<file path="config.mk">
export PLATFORM = sky130hd
export DESIGN_NAME = pipeline_result_stage_flat
export DESIGN_NICKNAME = d
export VERILOG_FILES = /design/src/rtl/pipeline_result_stage_pkg.sv /design/src/rtl/pipeline_result_stage_if.sv /design/src/rtl/pipeline_result_stage_result_mux_n.sv /design/src/rtl/pipeline_result_stage.sv /design/src/flat_wrapper.sv
export SDC_FILE = /design/constraint.sdc
export NUM_CORES = 1
export LEC_CHECK = 0
export BUFFER_PORTS_ARGS = -buffer_cell sky130_fd_sc_hd__buf_2
export CAP_MARGIN = 20
export CORE_MARGIN = 2
export CORE_UTILIZATION = 25
export DETAILED_ROUTE_END_ITERATION = 10
export HOLD_SLACK_MARGIN = 0.02
export SYNTH_ARGS = -nofsm -noshare
export SYNTH_HDL_FRONTEND = slang
export SYNTH_SLANG_ARGS = --single-unit
</file>
<file path="constraint.sdc">
create_clock -name clk -period 2.25 [get_ports clk]
set_clock_uncertainty 0.15 [all_clocks]
set_input_delay 0.1125 -clock clk [delete_from_list [all_inputs] [get_ports clk]]
set_output_delay 0.1125 -clock clk [all_outputs]
set_load 0.03 [all_outputs]
</file>
<file path="src/rtl/pipeline_result_stage_pkg.sv">
// Shared definitions for the memory-to-writeback result stage.
// Holds the default widths and the named result-source encodings.
package pipeline_pkg;

    localparam int XLEN       = 32;
    localparam int REG_ADDR_W = 5;

    typedef enum logic [1:0] {
        SRC_ALU = 2'd0,
        SRC_MEM = 2'd1,
        SRC_PC4 = 2'd2,
        SRC_IMM = 2'd3
    } result_src_e;

endpackage

</file>
<file path="src/rtl/pipeline_result_stage_if.sv">
// Bus between the memory-access stage, the hazard unit and the writeback stage.
// Valid/ready note: there is no ready; stall_i is the only back-pressure, and a slot is taken when valid_i=1 on a non-stalled, non-flushed edge.
interface pipeline_result_stage_if
    import pipeline_pkg::*;
#(
    parameter int DATA_WIDTH = XLEN,
    parameter int NUM_SRC    = 4,
    parameter int ADDR_WIDTH = REG_ADDR_W
);
    localparam int SEL_WIDTH = $clog2(NUM_SRC);

    logic                          stall_i;
    logic                          flush_i;
    logic                          valid_i;
    logic [NUM_SRC*DATA_WIDTH-1:0] src_i;
    logic [SEL_WIDTH-1:0]          resultsrc_i;
    logic                          regwrite_i;
    logic [ADDR_WIDTH-1:0]         rd_i;
    logic [ADDR_WIDTH-1:0]         rs1_i;
    logic [ADDR_WIDTH-1:0]         rs2_i;
    logic                          valid_o;
    logic [DATA_WIDTH-1:0]         result_o;
    logic                          regwrite_o;
    logic [ADDR_WIDTH-1:0]         rd_o;
    logic                          fwd_hit1_o;
    logic                          fwd_hit2_o;
    logic                          sel_err_o;

    modport master (
        output stall_i, flush_i, valid_i, src_i, resultsrc_i, regwrite_i, rd_i, rs1_i, rs2_i,
        input  valid_o, result_o, regwrite_o, rd_o, fwd_hit1_o, fwd_hit2_o, sel_err_o
    );

    modport slave (
        input  stall_i, flush_i, valid_i, src_i, resultsrc_i, regwrite_i, rd_i, rs1_i, rs2_i,
        output valid_o, result_o, regwrite_o, rd_o, fwd_hit1_o, fwd_hit2_o, sel_err_o
    );

endinterface

</file>
<file path="src/rtl/pipeline_result_stage_result_mux_n.sv">
// Combinational N-way select of one packed result source.
// Out-of-range selects yield zero and raise sel_oob.
module result_mux_n
    import pipeline_pkg::*;
#(
    parameter int DATA_WIDTH = XLEN,
    parameter int NUM_SRC    = 4,
    parameter int SEL_WIDTH  = $clog2(NUM_SRC)
) (
    input  logic [NUM_SRC*DATA_WIDTH-1:0] src,
    input  logic [SEL_WIDTH-1:0]          sel,
    output logic [DATA_WIDTH-1:0]         data,
    output logic                          sel_oob
);

    always_comb begin
        data    = '0;
        sel_oob = 1'b1;
        for (int k = 0; k < NUM_SRC; k++) begin
            if (sel == SEL_WIDTH'(k)) begin
                data    = src[k*DATA_WIDTH +: DATA_WIDTH];
                sel_oob = 1'b0;
            end
        end
    end

endmodule

</file>
<file path="src/rtl/pipeline_result_stage.sv">
// M->W result stage: selects one result source and carries it, with rd/regwrite,
// through 1 or 2 identical registers; the last one feeds writeback and forwarding.
module pipeline_result_stage
    import pipeline_pkg::*;
#(
    parameter int DATA_WIDTH = XLEN,
    parameter int NUM_SRC    = 4,
    parameter int ADDR_WIDTH = REG_ADDR_W,
    parameter int OUT_REG    = 0
) (
    input logic                    clk,
    input logic                    rst,
    pipeline_result_stage_if.slave bus
);

    localparam int SEL_WIDTH  = $clog2(NUM_SRC);
    localparam int NUM_STAGES = 1 + OUT_REG;

    typedef struct packed {
        logic                  valid;
        logic [DATA_WIDTH-1:0] result;
        logic                  regwrite;
        logic [ADDR_WIDTH-1:0] rd;
    } stage_t;

    logic [DATA_WIDTH-1:0] mux_data;
    logic                  mux_oob;
    stage_t                load_val;
    stage_t                out_s;
    logic                  sel_err_q;

    result_mux_n #(
        .DATA_WIDTH(DATA_WIDTH),
        .NUM_SRC   (NUM_SRC),
        .SEL_WIDTH (SEL_WIDTH)
    ) u_mux (
        .src    (bus.src_i),
        .sel    (bus.resultsrc_i),
        .data   (mux_data),
        .sel_oob(mux_oob)
    );

    // x0 is never written, so a pending regwrite always carries a nonzero rd.
    always_comb begin
        load_val          = '0;
        load_val.valid    = bus.valid_i;
        load_val.result   = mux_data;
        load_val.regwrite = bus.regwrite_i & bus.valid_i & (bus.rd_i != '0);
        load_val.rd       = bus.rd_i;
    end

    for (genvar g = 0; g < NUM_STAGES; g++) begin : g_stage
        stage_t d;
        stage_t q;

        if (g == 0) begin : g_first
            assign d = load_val;
        end else begin : g_next
            assign d = g_stage[g-1].q;
        end

        always_ff @(posedge clk) begin
            if (rst || bus.flush_i) begin
                q <= '0;
            end else if (!bus.stall_i) begin
                q <= d;
            end
        end
    end

    assign out_s = g_stage[NUM_STAGES-1].q;

    // Sticky until reset; only a real capture of a valid instruction can set it.
    always_ff @(posedge clk) begin
        if (rst) begin
            sel_err_q <= 1'b0;
        end else if (!bus.flush_i && !bus.stall_i && bus.valid_i && mux_oob) begin
            sel_err_q <= 1'b1;
        end
    end

    assign bus.valid_o    = out_s.valid;
    assign bus.result_o   = out_s.result;
    assign bus.regwrite_o = out_s.regwrite;
    assign bus.rd_o       = out_s.rd;
    assign bus.sel_err_o  = sel_err_q;
    assign bus.fwd_hit1_o = out_s.valid & out_s.regwrite & (out_s.rd == bus.rs1_i);
    assign bus.fwd_hit2_o = out_s.valid & out_s.regwrite & (out_s.rd == bus.rs2_i);

endmodule
</file>
<file path="src/flat_wrapper.sv">
// flat-port wrapper written by rule: the top's interface ports become plain ports
module pipeline_result_stage_flat import pipeline_pkg::*;
#(
    parameter int DATA_WIDTH = XLEN,
    parameter int NUM_SRC    = 4,
    parameter int ADDR_WIDTH = REG_ADDR_W,
    parameter int OUT_REG    = 0
)
  (clk, rst, bus_stall_i, bus_flush_i, bus_valid_i, bus_src_i, bus_resultsrc_i, bus_regwrite_i, bus_rd_i, bus_rs1_i, bus_rs2_i, bus_valid_o, bus_result_o, bus_regwrite_o, bus_rd_o, bus_fwd_hit1_o, bus_fwd_hit2_o, bus_sel_err_o);
  pipeline_result_stage_if #(.DATA_WIDTH(DATA_WIDTH), .NUM_SRC(NUM_SRC), .ADDR_WIDTH(ADDR_WIDTH)) bus_i ();
  input logic clk;
  input logic rst;
  input wire logic [$bits(bus_i.stall_i)-1:0] bus_stall_i;
  input wire logic [$bits(bus_i.flush_i)-1:0] bus_flush_i;
  input wire logic [$bits(bus_i.valid_i)-1:0] bus_valid_i;
  input wire logic [$bits(bus_i.src_i)-1:0] bus_src_i;
  input wire logic [$bits(bus_i.resultsrc_i)-1:0] bus_resultsrc_i;
  input wire logic [$bits(bus_i.regwrite_i)-1:0] bus_regwrite_i;
  input wire logic [$bits(bus_i.rd_i)-1:0] bus_rd_i;
  input wire logic [$bits(bus_i.rs1_i)-1:0] bus_rs1_i;
  input wire logic [$bits(bus_i.rs2_i)-1:0] bus_rs2_i;
  output wire logic [$bits(bus_i.valid_o)-1:0] bus_valid_o;
  output wire logic [$bits(bus_i.result_o)-1:0] bus_result_o;
  output wire logic [$bits(bus_i.regwrite_o)-1:0] bus_regwrite_o;
  output wire logic [$bits(bus_i.rd_o)-1:0] bus_rd_o;
  output wire logic [$bits(bus_i.fwd_hit1_o)-1:0] bus_fwd_hit1_o;
  output wire logic [$bits(bus_i.fwd_hit2_o)-1:0] bus_fwd_hit2_o;
  output wire logic [$bits(bus_i.sel_err_o)-1:0] bus_sel_err_o;
  assign bus_i.stall_i = bus_stall_i;
  assign bus_i.flush_i = bus_flush_i;
  assign bus_i.valid_i = bus_valid_i;
  assign bus_i.src_i = bus_src_i;
  assign bus_i.resultsrc_i = bus_resultsrc_i;
  assign bus_i.regwrite_i = bus_regwrite_i;
  assign bus_i.rd_i = bus_rd_i;
  assign bus_i.rs1_i = bus_rs1_i;
  assign bus_i.rs2_i = bus_rs2_i;
  assign bus_valid_o = bus_i.valid_o;
  assign bus_result_o = bus_i.result_o;
  assign bus_regwrite_o = bus_i.regwrite_o;
  assign bus_rd_o = bus_i.rd_o;
  assign bus_fwd_hit1_o = bus_i.fwd_hit1_o;
  assign bus_fwd_hit2_o = bus_i.fwd_hit2_o;
  assign bus_sel_err_o = bus_i.sel_err_o;
  pipeline_result_stage #(.DATA_WIDTH(DATA_WIDTH), .NUM_SRC(NUM_SRC), .ADDR_WIDTH(ADDR_WIDTH), .OUT_REG(OUT_REG)) u_core (.clk(clk), .rst(rst), .bus(bus_i));
endmodule
</file>
# Word-level counts from Yosys, hierarchy flattened
# Index checks and enable logic that the tools add are counted.
[word_totals]
reg_bits = 40
latch_bits = 0
mem_bits_rw = 0
romBits = 0
output_inout_bits = 42
elab_cells = 31
memories = 0
[op_classes]
add_sub_neg = 0
mul = 0
div_mod_pow = 0
magnitude_cmp = 0
n_eq_ne = 5
shift = 0
n_mux = 8
bitwise = 5
reduce_logical = 8
[op_table]
columns = ["operator", "count"]
rows = [
  ["$mux W32", 4],
  ["$eq A5 B5 Y1", 2],
  ["$and A1 B1 Y1", 5],
  ["$reduce_bool A5 Y1", 1],
  ["$eq A2 B2 Y1 const B", 2],
  ["$mux W1", 4],
  ["$logic_and A1 B1 Y1", 3],
  ["$eq A2 B1 Y1 const B", 1],
  ["$logic_not A1 Y1", 2],
  ["$logic_not A2 Y1", 1],
  ["$logic_or A1 B1 Y1", 1],
]

# Depth between registers and ports, before layout
# Gate-level depths: netlist of the first run.
[logic_depth]
depth_word = 6
mapped_depth = 6
ltp_nobuf = 3

# Hierarchy
# Synthesis of the first run repeated with hierarchy kept, for this count alone.
[hier_totals]
cells_unflattened = 191
area_unflattened_um2 = 2378.5
[by_module_without_submodules]
columns = ["mod", "n_inst", "cells_each", "area_per_inst_um2", "seq_area_each_um2"]
rows = [
  ["pipeline_result_stage", 1, 150, 1552.7, 800.8],
  ["result_mux_n", 1, 41, 825.8, 0.0],
]

# Worst setup path after synthesis of the first run
# No wires, ideal clock.
[synth_path]
path_type = "reg2out"
startpoint = "register u_core.g_stage[0].q (netlist bit u_core.bus.rd_o[0])"
endpoint = "output port bus_fwd_hit1_o"
arrival_time_ns = 1.516
required_ns = 1.987
path_slack_ns = 0.472
path_stages_with_launch = 4
n_path_buf = 0
cell_sequence = "dfxtp_1 -> xnor2_1 -> nand4_1 -> nor3_1"
[synth_between]
elab_chain_cells = 2
[synth_lines]
columns = ["item", "line", "source"]
rows = [
  ["start, declared", "pipeline_result_stage.sv:54", "stage_t q;"],
  ["start signal, assigned", "pipeline_result_stage.sv:64", "q <= '0;"],
  ["start signal, assigned", "pipeline_result_stage.sv:66", "q <= d;"],
  ["$eq A5 B5 Y1", "pipeline_result_stage.sv:87", "assign bus.fwd_hit1_o = out_s.valid & out_s.regwrite & (out_s.rd == bus.rs1_i);"],
  ["$and A1 B1 Y1", "pipeline_result_stage.sv:87", ""],
  ["end, declared", "flat_wrapper.sv:26", "output wire logic [$bits(bus_i.fwd_hit1_o)-1:0] bus_fwd_hit1_o;"],
]
# Every way passes these cells.

# Worst setup path in the final report of the first run
[layout_path]
startpoint = "input port rst"
endpoint = "register u_core.g_stage[0].q (netlist bit u_core.bus.result_o[14])"
[layout_between]
elab_chain_cells = 1
[layout_lines]
columns = ["item", "line", "source"]
rows = [
  ["start, declared", "flat_wrapper.sv:12", "input logic rst;"],
  ["$logic_or A1 B1 Y1", "pipeline_result_stage.sv:63", "if (rst || bus.flush_i) begin"],
]
# Every way passes these cells.
# A chain may end at the register's enable or synchronous reset.

==> impl_results.md, run 1 <==
- Main area contributors after synthesis: dfxtp_1 35%, mux4_2 11%, mux2_2 10%
- Worst hold path type: in -> reg
- Net count after synthesis: 379
- CP Data Arrival Time: 2.07 ns
- Clock period minus worst slack: 1.98 ns
- RSZ-0062 raised after global routing: false
- Root buffer cell: clkbuf_8
- WP data required: 2.34 ns
- Die Y: 99.9 um
- HPWL after DPL: 6020 um
- Top-count cell post-synth: dfxtp_1
- Num CTS Buffers: 5
- Cells after Synth: 228
- Post-synth top area share: 0.348
- Die Wd: 99.9 um
- Final wirelength: 8300 um
- Sequential share of power: 0.419
- Clk pin slew, worst setup/hold paths: 0.08 ns
- # rows: 34
- Final period util: 0.882
- Layout area overhead: 68.9%
- First-pass GRT wire length: 13,000 um
- Most used DFF post-synth: dfxtp_1
- Sequential cell area fraction in the yosys report: 0.348
- Setup-failing EPs final: 0
- Crit path launch type: input port
- Setup TNS: 0 ns
- Crit-path slowest cell: dlygate4sd3_1
- Total track usage: 0.162
- Routed len/inst: 14.7 um
- Die area: 9980 um2
- Area of the mapped netlist: 2300 um2
- Pre-antenna DRT Iters: 4
- Power density cells: 464 nW/um2
- DRC: 0
- Clk network pwr share: 0.290
- Leakage: 1.84 nW
- Max Slew Vio Count: 0
- Logic pwr share: 0.291
- Slew @ Worst Pin: 0.989 ns
- Delay of the slowest cell on the worst path: 0.57 ns
- Run status: finished, final reports clean
- Synth Area per Inst: 10.1 um2
- Clock Latency Late Sink: 0.28 ns
- Vias: 2,769
- Ys async rst share: 0
- CTS sink count: 40
- Ant. Diodes: 0
- Gr ovfl total: 0
- Fmax: 504 MHz
- H-tree levels: 2
- Peak VDD IR: 0.000264 V
- Initial DRC count: 41
- PortBufs: 192
- Vias per cell: 4.89
- Initial antenna violation count: 0
- Synth Warn #: 0
- #FFs+latches synth: 40
- Switching share of power: 0.283
- Largest net degree at the start of global routing: 55
- ANT nets after route: 0
- Layout Nets: 609
- Hold slack: 0.0158 ns
- CTS max path bufs: 2
- Critical Path End Type: flip-flop
- Max-Slew Margin vs Limit: 0.340
- Critical path, cell by cell: dlygate4sd3_1 > buf_2 > nor2_2 > buf_4 > o221ai_1 > a21oi_1 > dlygate4sd3_1
- Max_cap viols: 0
- Final GP Congestion: 0.702
- Vias in the first global route: 2,859
- Unique cell type count in the Yosys netlist: 25
- P_int: 1.29 mW
- Core Area: 8810 um2
- Share of cells above drive strength 1: 0.541
- Critical path class: in -> reg
- FF-to-FF setup slack: 0.83 ns
- Initial core utilization: 0.261
- Critical path peak fanout: 21
- Largest area contributor in the netlist: dfxtp_1
- CP most frequent cell: dlygate4sd3_1
- Final hold vios: 0
- Post-synth EDFFs: 0
- CTS tree: built
- Placed Area: 3300 um2
- # IOs: 193
- Switch Pwr: 511 uW
- Fin area: 3880 um2
- Synth cell count leaders: 40 x dfxtp_1, 33 x a21oi_1, 25 x nand2_1
-- path summary, 6_finish.rpt --
| path | startpoint | endpoint | cells after the start |
|---|---|---|---|
| setup / recovery | rst | u_core.bus.result_o[14] | 7 |
| hold / removal | bus_src_i[114] | u_core.bus.result_o[18] | 3 |
| setup reg to reg | u_core.bus.result_o[22] | u_core.bus.result_o[22] | 3 |
| hold reg to reg | u_core.bus.result_o[8] | u_core.bus.result_o[8] | 2 |
-- layer usage --
layer,global-route usage,vias up,part of all wire
met5,0,-,0
li1,-,1338,-
met4,0.0485,0,0.015
met2,0.323,139,0.52
met3,0.0376,10,0.081
met1,0.166,1282,0.39
-- cells in the final DEF (no fill, tap or decap), drive strengths merged, types with 6 or more instances in the layout --
cell / synthesis / final
xnor2: 8 / 8
nand2: 25 / 25
o221ai: 21 / 21
buf: 18 / 197
o22ai: 21 / 21
nor2: 7 / 7
dlygate4sd3: 0 / 49
mux4: 11 / 11
a21oi: 33 / 33
clkbuf: 5 / 7
dfxtp: 40 / 40
mux2i: 6 / 6
mux2: 21 / 21
-- critical path: cells and delay by family --
kind | cells | cell delay, ns
buffers and inverters | 4 | 1.54
AND/OR/NAND/NOR | 1 | 0.07
AO/OA/AOI/OAI | 2 | 0.35
-- stage by stage --
stage | worst slack [ns] | utilization | total power, mW | cells
6_report | 0.265 | 0.441 | 1.80 | 566
3_3_place_gp | 0.549 | 0.375 | 1.23 | 510
5_1_grt | 0.119 | 0.441 | 1.91 | 566
4_1_cts | 0.285 | 0.441 | 1.83 | 566
3_5_place_dp | 0.506 | 0.375 | 1.24 | 510
2_1_floorplan | 0.472 | - | 1.04 | 228
-- power groups by stage --
stage	registers (mW)	logic (mW)	clock network, mW
4_1_cts	0.755	0.528	0.551
2_1_floorplan	0.829	0.214	0
3_3_place_gp	0.771	0.456	0
6_report	0.755	0.525	0.523
5_1_grt	0.759	0.571	0.577
3_5_place_dp	0.772	0.464	0
-- final cells by class --
type	instances	area [um2]
tap	108	135
timing repair buffer	246	1500
inverter	1	3.75
multi-input combinational	164	1350
fill	908	4920
clock buffer	7	96.3
sequential	40	801
-- repair_timing --
| item | 4_1_cts | 5_1_grt |
|---|---|---|
| gates resized for setup | 0 | 0 |
| setup buffers | 0 | 0 |
| hold endpoints to repair | 36 | 0 |
| hold buffers | 49 | 0 |
-- flip-flops by register name, summed over array words and instances (netlist names) --
name	count
u_core.bus.sel_err_o	1
u_core.bus.result_o	32
u_core.bus.regwrite_o	1
u_core.bus.rd_o	5
u_core.bus.valid_o	1
-- logic make-up (layout without fill, tap and decap cells) --
family	count (synthesis)	in the layout	share of synthesized area
AND/OR/NAND/NOR	40	40	0.0756
buffers and inverters	24	254	0.0669
multiplexers	38	38	0.237
flip-flops	40	40	0.348
XOR/XNOR	10	10	0.0381
AO/OA/AOI/OAI	76	76	0.234
No activity file was read; power rests on OpenSTA's default activity.
==> inputs of run 2 (changes only) <==
- ABC_AREA: not set -> 1
==> impl_results.md, run 2 <==
- Run status: finished, final reports clean
- Layout Nets: 792 (+30%)
- Initial core utilization: 0.259 (-0.00199)
- Largest family of logic cells by synthesized area: simple AND/OR/NAND/NOR gates
- Most used DFF post-synth: dfxtp_1
- #FFs+latches synth: 40 (unchanged)
- Crit-path slowest cell: dlygate4sd3_1
- Leakage: 2.14 nW (+16%)
- Slew @ Worst Pin: 0.572 ns (-0.417 ns)
- Unique cell type count in the Yosys netlist: 18 (-28%)
- Total track usage: 0.178 (+0.0158)
- Synth Area per Inst: 5.97 um2 (-41%)
- WP buf/inv: 4 (unchanged)
- Max Slew Vio Count: 0 (unchanged)
- Clock period minus worst slack: 1.95 ns (-0.0366 ns)
- Post-synthesis mux area share: 0 (-0.237)
- HPWL after DPL: 6760 um (+12%)
- RSZ-0062 raised after global routing: false
- Tot Pwr: 1.81 mW (+0.64%)
- Hold depth: 4 (+1)
- Worst r2r dst: u_core.bus.rd_o[2]
- Xor and xnor area share after synthesis: 0.0146 (-0.0235)
- Initial antenna violation count: 0 (unchanged)
- Worst hold path type: in -> reg
- Critical Path End Type: flip-flop
- Delay of the slowest cell on the worst path: 0.58 ns (about the same)
- Vias in the first global route: 3,425 (+20%)
- Reg2reg start: u_core.bus.rd_o[2]
- Resized Gates After CTS: 0 (unchanged)
- Top-count cell post-synth: nand2_1
- Num CTS Buffers: 5 (unchanged)
- Setup-failing EPs final: 0 (unchanged)
- CP Data Arrival Time: 2.02 ns (-0.05 ns)
- Die Wd: 102 um (+2.2%)
- Crit path launch type: input port
- Power density cells: 438 nW/um2 (-5.6%)
- Initial DRC count: 139 (+240%)
- CTS tree: built
- Post-synth EDFFs: 0 (unchanged)
- Ys async rst share: 0 (unchanged)
- Top delay family on crit path: buffers and inverters
- Pre-antenna DRT Iters: 4 (unchanged)
- Synth cell count leaders: 139 x nand2_1, 49 x nor2_1, 44 x nand3_1
- DRC: 0 (unchanged)
- Peak VDD IR: 0.000214 V (-19%)
- Share of cells above drive strength 1: 0.344 (-0.197)
- Area of the mapped netlist: 2410 um2 (+4.6%)
- Largest net degree at the start of global routing: 41 (-25%)
- Core Area: 9280 um2 (+5.4%)
- PortBufs: 192 (unchanged)
- Hold path start: bus_src_i[111]
- Hold slack: 0.0226 ns (+0.00683 ns)
- Vias per cell: 4.47 (-8.7%)
- Routed len/inst: 12.3 um (-16%)
- Main area contributors after synthesis: dfxtp_1 33%, nand2_1 22%, nand3_1 9.2%
- Final period util: 0.866 (-0.0163)
- Net count after synthesis: 554 (+46%)
- Critical path peak fanout: 37 (+76%)
- Most frequent cells in the layout: 192 x buf_2, 139 x nand2_1, 57 x dlygate4sd3_1
- Root buffer cell: clkbuf_8
- Ant. Diodes: 0 (unchanged)
- Finished Core Util: 0.446 (+0.00518)
- # rows: 35 (+2.9%)
- Final wirelength: 9470 um (+14%)
- # IOs: 193 (unchanged)
- Reg2reg path depth: 3 (unchanged)
- CTS max path bufs: 2 (unchanged)
- Placed Area: 3480 um2 (+5.5%)
- CTS sink count: 40 (unchanged)
- Synth Area in Simple Gates: 0.440 (+0.364)
- First-pass GRT wire length: 14,900 um (+15%)
- Synth Warn #: 0 (unchanged)
- Sequential cell area fraction in the yosys report: 0.333 (-0.0154)
- Cells after Synth: 403 (+77%)
- CP most frequent cell: dlygate4sd3_1
- Clk pin slew, worst setup/hold paths: 0.08 ns (about the same)
- Setup TNS: 0 ns (unchanged)
- FF-to-FF setup slack: 0.86 ns (+0.03 ns)
- H-tree levels: 2 (unchanged)
- WP data required: 2.32 ns (-0.02 ns)
- Synth Area in Compound Gates: 0.144 (-0.0910)
- Commonest non-fill, non-tap cell in the layout: buf_2
- Max_cap viols: 0 (unchanged)
- Final GP Congestion: 0.791 (+13%)
- Post-synth top area share: 0.333 (-0.0154)
- Synth Area in Adders: 0 (unchanged)
- Fmax: 513 MHz (+1.9%)
- Layout area overhead: 72.2%
- Vias: 3,444 (+24%)
- Die area: 10,400 um2 (+4.4%)
- Gr ovfl total: 0 (unchanged)
- CTS Hold Bufs: 57 (+16%)
- Clock Latency Late Sink: 0.28 ns (about the same)
- # Post-CTS Setup Buffers: 0 (unchanged)
- ANT nets after route: 0 (unchanged)
- Critical path, cell by cell: dlygate4sd3_1 > buf_2 > nor2_2 > buf_4 > o21ai_1 > a21oi_1 > dlygate4sd3_1
- Die Y: 102 um (+2.2%)
- Critical path class: in -> reg
- Fin area: 4140 um2 (+6.7%)
- Largest area contributor in the netlist: dfxtp_1
- Max-Slew Margin vs Limit: 0.618 (+0.279)
- Largest register FFs: 32 (unchanged)
- Fill cells: 986 (+8.6%)
- Final hold vios: 0 (unchanged)
- Hold Path End: u_core.bus.result_o[15]
==> run 2: cell type report <==
| cell class | count | area (um2) | share of cell area |
|---|---|---|---|
| Sequential cell | 40 | 801 | 0.193 |
| Multi-Input combinational cell | 326 | 1440 | 0.348 |
| Inverter | 11 | 41.3 | 0.00996 |
| Timing Repair Buffer | 257 | 1600 | 0.387 |
| Clock buffer | 6 | 82.6 | 0.0199 |
| Tap cell | 129 | 161 | 0.0389 |
| Clock inverter | 2 | 10.0 | 0.00242 |
==> run 2: kinds of logic after synthesis <==
logic type / Yosys count
and+or+nand+nor: 253
xor gates and xnor gates: 4
AOI/OAI and AO/OA: 69
buffers and inverters: 37
DFF: 40
==> run 2: metal layers <==
metal  GRT usage  wire [um]  vias to the layer above
met4      0.0677        167                        0
met2       0.335       4740                      145
met1       0.196       3880                     1511
met5           0          0                        -
li1            -          -                     1772
met3      0.0369        684                       16
==> run 2: power by group <==
| group | internal (mW) | switching (mW) |
|---|---|---|
| Clock | 0.245 | 0.255 |
| Sequential | 0.738 | 0.0160 |
| Combinational | 0.274 | 0.287 |
==> run 2: tightest hold or removal path, delay by kind of cell <==
kind / cells / cell delay, ns
buffers and inverters: 1 / 0.07
AO/OA/AOI/OAI: 1 / 0.10
AND/OR/NAND/NOR: 2 / 0.14
==> run 2: how the worst max path moves through the flow <==
| stage | from | endpoint | cells after the start |
|---|---|---|---|
| after floorplan | u_core.bus.rd_o[3] | bus_fwd_hit1_o | 4 |
| after global placement | bus_resultsrc_i[0] | u_core.bus.result_o[10] | 7 |
| after detailed placement | bus_resultsrc_i[0] | u_core.bus.result_o[14] | 7 |
| after CTS | rst | u_core.bus.rd_o[1] | 7 |
| after global routing | rst | u_core.bus.rd_o[3] | 7 |
| final | rst | u_core.bus.rd_o[3] | 7 |
==> run 2: through the flow <==
step                cells  worst slack, ns
finish                771            0.302
global route          771            0.161
CTS                   771            0.350
detailed placement    706            0.689
global placement      706            0.731
floorplan             403            0.738
==> inputs of run 3 (changes only) <==
- BUFFER_PORTS_ARGS: -buffer_cell sky130_fd_sc_hd__buf_2 -> -buffer_cell sky130_fd_sc_hd__buf_4
- CORE_MARGIN: 2 -> not set
- CORE_UTILIZATION: 25 -> 43
- PLACE_DENSITY: not set -> 0.87
==> impl_results.md, run 3 (synthesis results as in run 2) <==
- # IOs: 193 (unchanged)
- CTS max path bufs: 2 (unchanged)
- Multi-input gate area: 1440 um2 (unchanged)
- Fin area: 4520 um2 (+9.2%)
- Num CTS Buffers: 5 (unchanged)
- Max-Slew Margin vs Limit: 0.723 (+0.104)
- Gr ovfl total: 0 (unchanged)
- Root buffer cell: clkbuf_8
- Hold slack: 0.0214 ns (-0.00120 ns)
- Setup TNS: 0 ns (unchanged)
- Power density cells: 447 nW/um2 (+2.1%)
- Levels on crit path: 8 (+1)
- Layout Nets: 786 (-0.76%)
- Total track usage: 0.374 (+0.196)
- # rows: 26 (-26%)
- Reg2reg path depth: 3 (unchanged)
- Largest register FFs: 32 (unchanged)
- Finished Core Util: 0.864 (+0.417)
- Worst setup path startpoint: bus_src_i[70]
- PortBufs: 192 (unchanged)
- Initial core utilization: 0.459 (+0.200)
- Critical path class: in -> reg
- Crit path launch type: input port
- Setup-failing EPs final: 0 (unchanged)
- Run status: finished, final reports clean
- Clk pin slew, worst setup/hold paths: 0.08 ns (about the same)
- Die Y: 76.8 um (-25%)
- CTS tree: built
- # Post-CTS Setup Buffers: 0 (unchanged)
- Vias: 3,875 (+13%)
- Vias in the first global route: 3,897 (+14%)
- ANT nets after route: 0 (unchanged)
- Die area: 5900 um2 (-43%)
- Hold path start: bus_src_i[120]
- Final wirelength: 11,300 um (+20%)
- Core Area: 5240 um2 (-44%)
- Fill cells: 318 (-68%)
- Vias per cell: 5.49 (+23%)
- Ant. Diodes: 0 (unchanged)
- RSZ-0062 raised after global routing: false
- Setup ws final: 0.0496 ns (-0.252 ns)
- Final hold vios: 0 (unchanged)
- Routed len/inst: 16.1 um (+31%)
- Delay of the slowest cell on the worst path: 0.57 ns (about the same)
- Clock Latency Late Sink: 0.29 ns (about the same)
- Placed Area: 3860 um2 (+11%)
- CP most frequent cell: dlygate4sd3_1
- Final GP Congestion: 0.836 (+5.7%)
- Layout area overhead: 88.0%
- WP buf/inv: 4 (unchanged)
- Initial antenna violation count: 0 (unchanged)
- Fmax: 454 MHz (-11%)
- Largest net degree at the start of global routing: 65 (+59%)
- Initial DRC count: 255 (+83%)
- Top delay family on crit path: buffers and inverters
- Storage cell area: 801 um2 (unchanged)
- Commonest non-fill, non-tap cell in the layout: buf_4
- Leakage: 2.24 nW (+4.8%)
- Most frequent cells in the layout: 193 x buf_4, 139 x nand2_1, 54 x dlygate4sd3_1
- DRC: 0 (unchanged)
- Crit-path slowest cell: dlygate4sd3_1
- First-pass GRT wire length: 17,400 um (+16%)
- Die Wd: 76.8 um (-25%)
- Peak VDD IR: 0.000258 V (+21%)
- Tot Pwr: 2.02 mW (+11%)
- Layout Cells excl Fill: 706 (-8.4%)
- CTS sink count: 40 (unchanged)
- Worst r2r dst: u_core.bus.rd_o[1]
- Clock period minus worst slack: 2.20 ns (+0.252 ns)
- WP data required: 2.29 ns (-0.03 ns)
- CP Data Arrival Time: 2.24 ns (+0.22 ns)
- Worst hold path type: in -> reg
- FF-to-FF setup slack: 0.90 ns (+0.04 ns)
- Slew @ Worst Pin: 0.416 ns (-0.156 ns)
- Max_cap viols: 0 (unchanged)
- Reg2reg start: u_core.bus.rd_o[1]
- Pre-antenna DRT Iters: 5 (+1)
- H-tree levels: 2 (unchanged)
- Critical Path End Type: flip-flop
- HPWL after DPL: 6740 um (-0.34%)
- Critical path peak fanout: 1 (-97%)
- CP endpoint: u_core.bus.result_o[6]
- Share of cells above drive strength 1: 0.338 (-0.00619)
- Final period util: 0.978 (+0.112)
- Max Slew Vio Count: 0 (unchanged)
- Critical path, cell by cell: dlygate4sd3_1 > buf_4 > nand2_1 > nand3_1 > dlygate4sd3_1 > nor2_1 > dlygate4sd3_1 > nor2_1
- Place WS: 0.676 ns (-0.0127 ns)
- Placed cell count: 644 (-8.8%)
==> run 3: worst min-delay path, cell delays in order <==
cell,delay (ns)
buf_4,0.08
or2_0,0.09
nand2_1,0.05
a21oi_1,0.10
==> run 3: power breakdown <==
group	total (mW)	switching, mW	internal [mW]
Combinational	0.681	0.319	0.362
Clock	0.585	0.255	0.329
Sequential	0.757	0.0187	0.738
Total	2.02	0.593	1.43
==> run 3: repair_timing <==
action | 4_1_cts | 5_1_grt
resized for setup | 0 | 4
endpoints found under the hold margin | 30 | 0
endpoints found under the setup margin | 0 | 21
hold buffers | 54 | 0
==> run 3: routing by layer <==
| layer | global-route usage | wire, um |
|---|---|---|
| met5 | 0 | 0 |
| met4 | 0.256 | 675 |
| met2 | 0.718 | 5930 |
| met3 | 0.0869 | 1120 |
| met1 | 0.345 | 3610 |
==> run 3: cell type report <==
type	instances	share of cell area
timing repair buffer	251	0.452
multi-input combinational	326	0.319
inverter	11	0.00913
clock inverter	2	0.00774
clock buffer	6	0.0160
sequential	40	0.177
tap	70	0.0194
==> run 3: worst min path at each step <==
| stage | cells after the start | endpoint | slack, ns |
|---|---|---|---|
| global placement | 2 | u_core.bus.sel_err_o | 0.14 |
| floorplan | 1 | u_core.bus.sel_err_o | 0.03 |
| global route | 4 | u_core.bus.result_o[15] | 0.04 |
| detailed placement | 2 | u_core.bus.sel_err_o | 0.15 |
| finish | 4 | u_core.bus.result_o[24] | 0.02 |
| CTS | 4 | u_core.bus.result_o[24] | 0.02 |
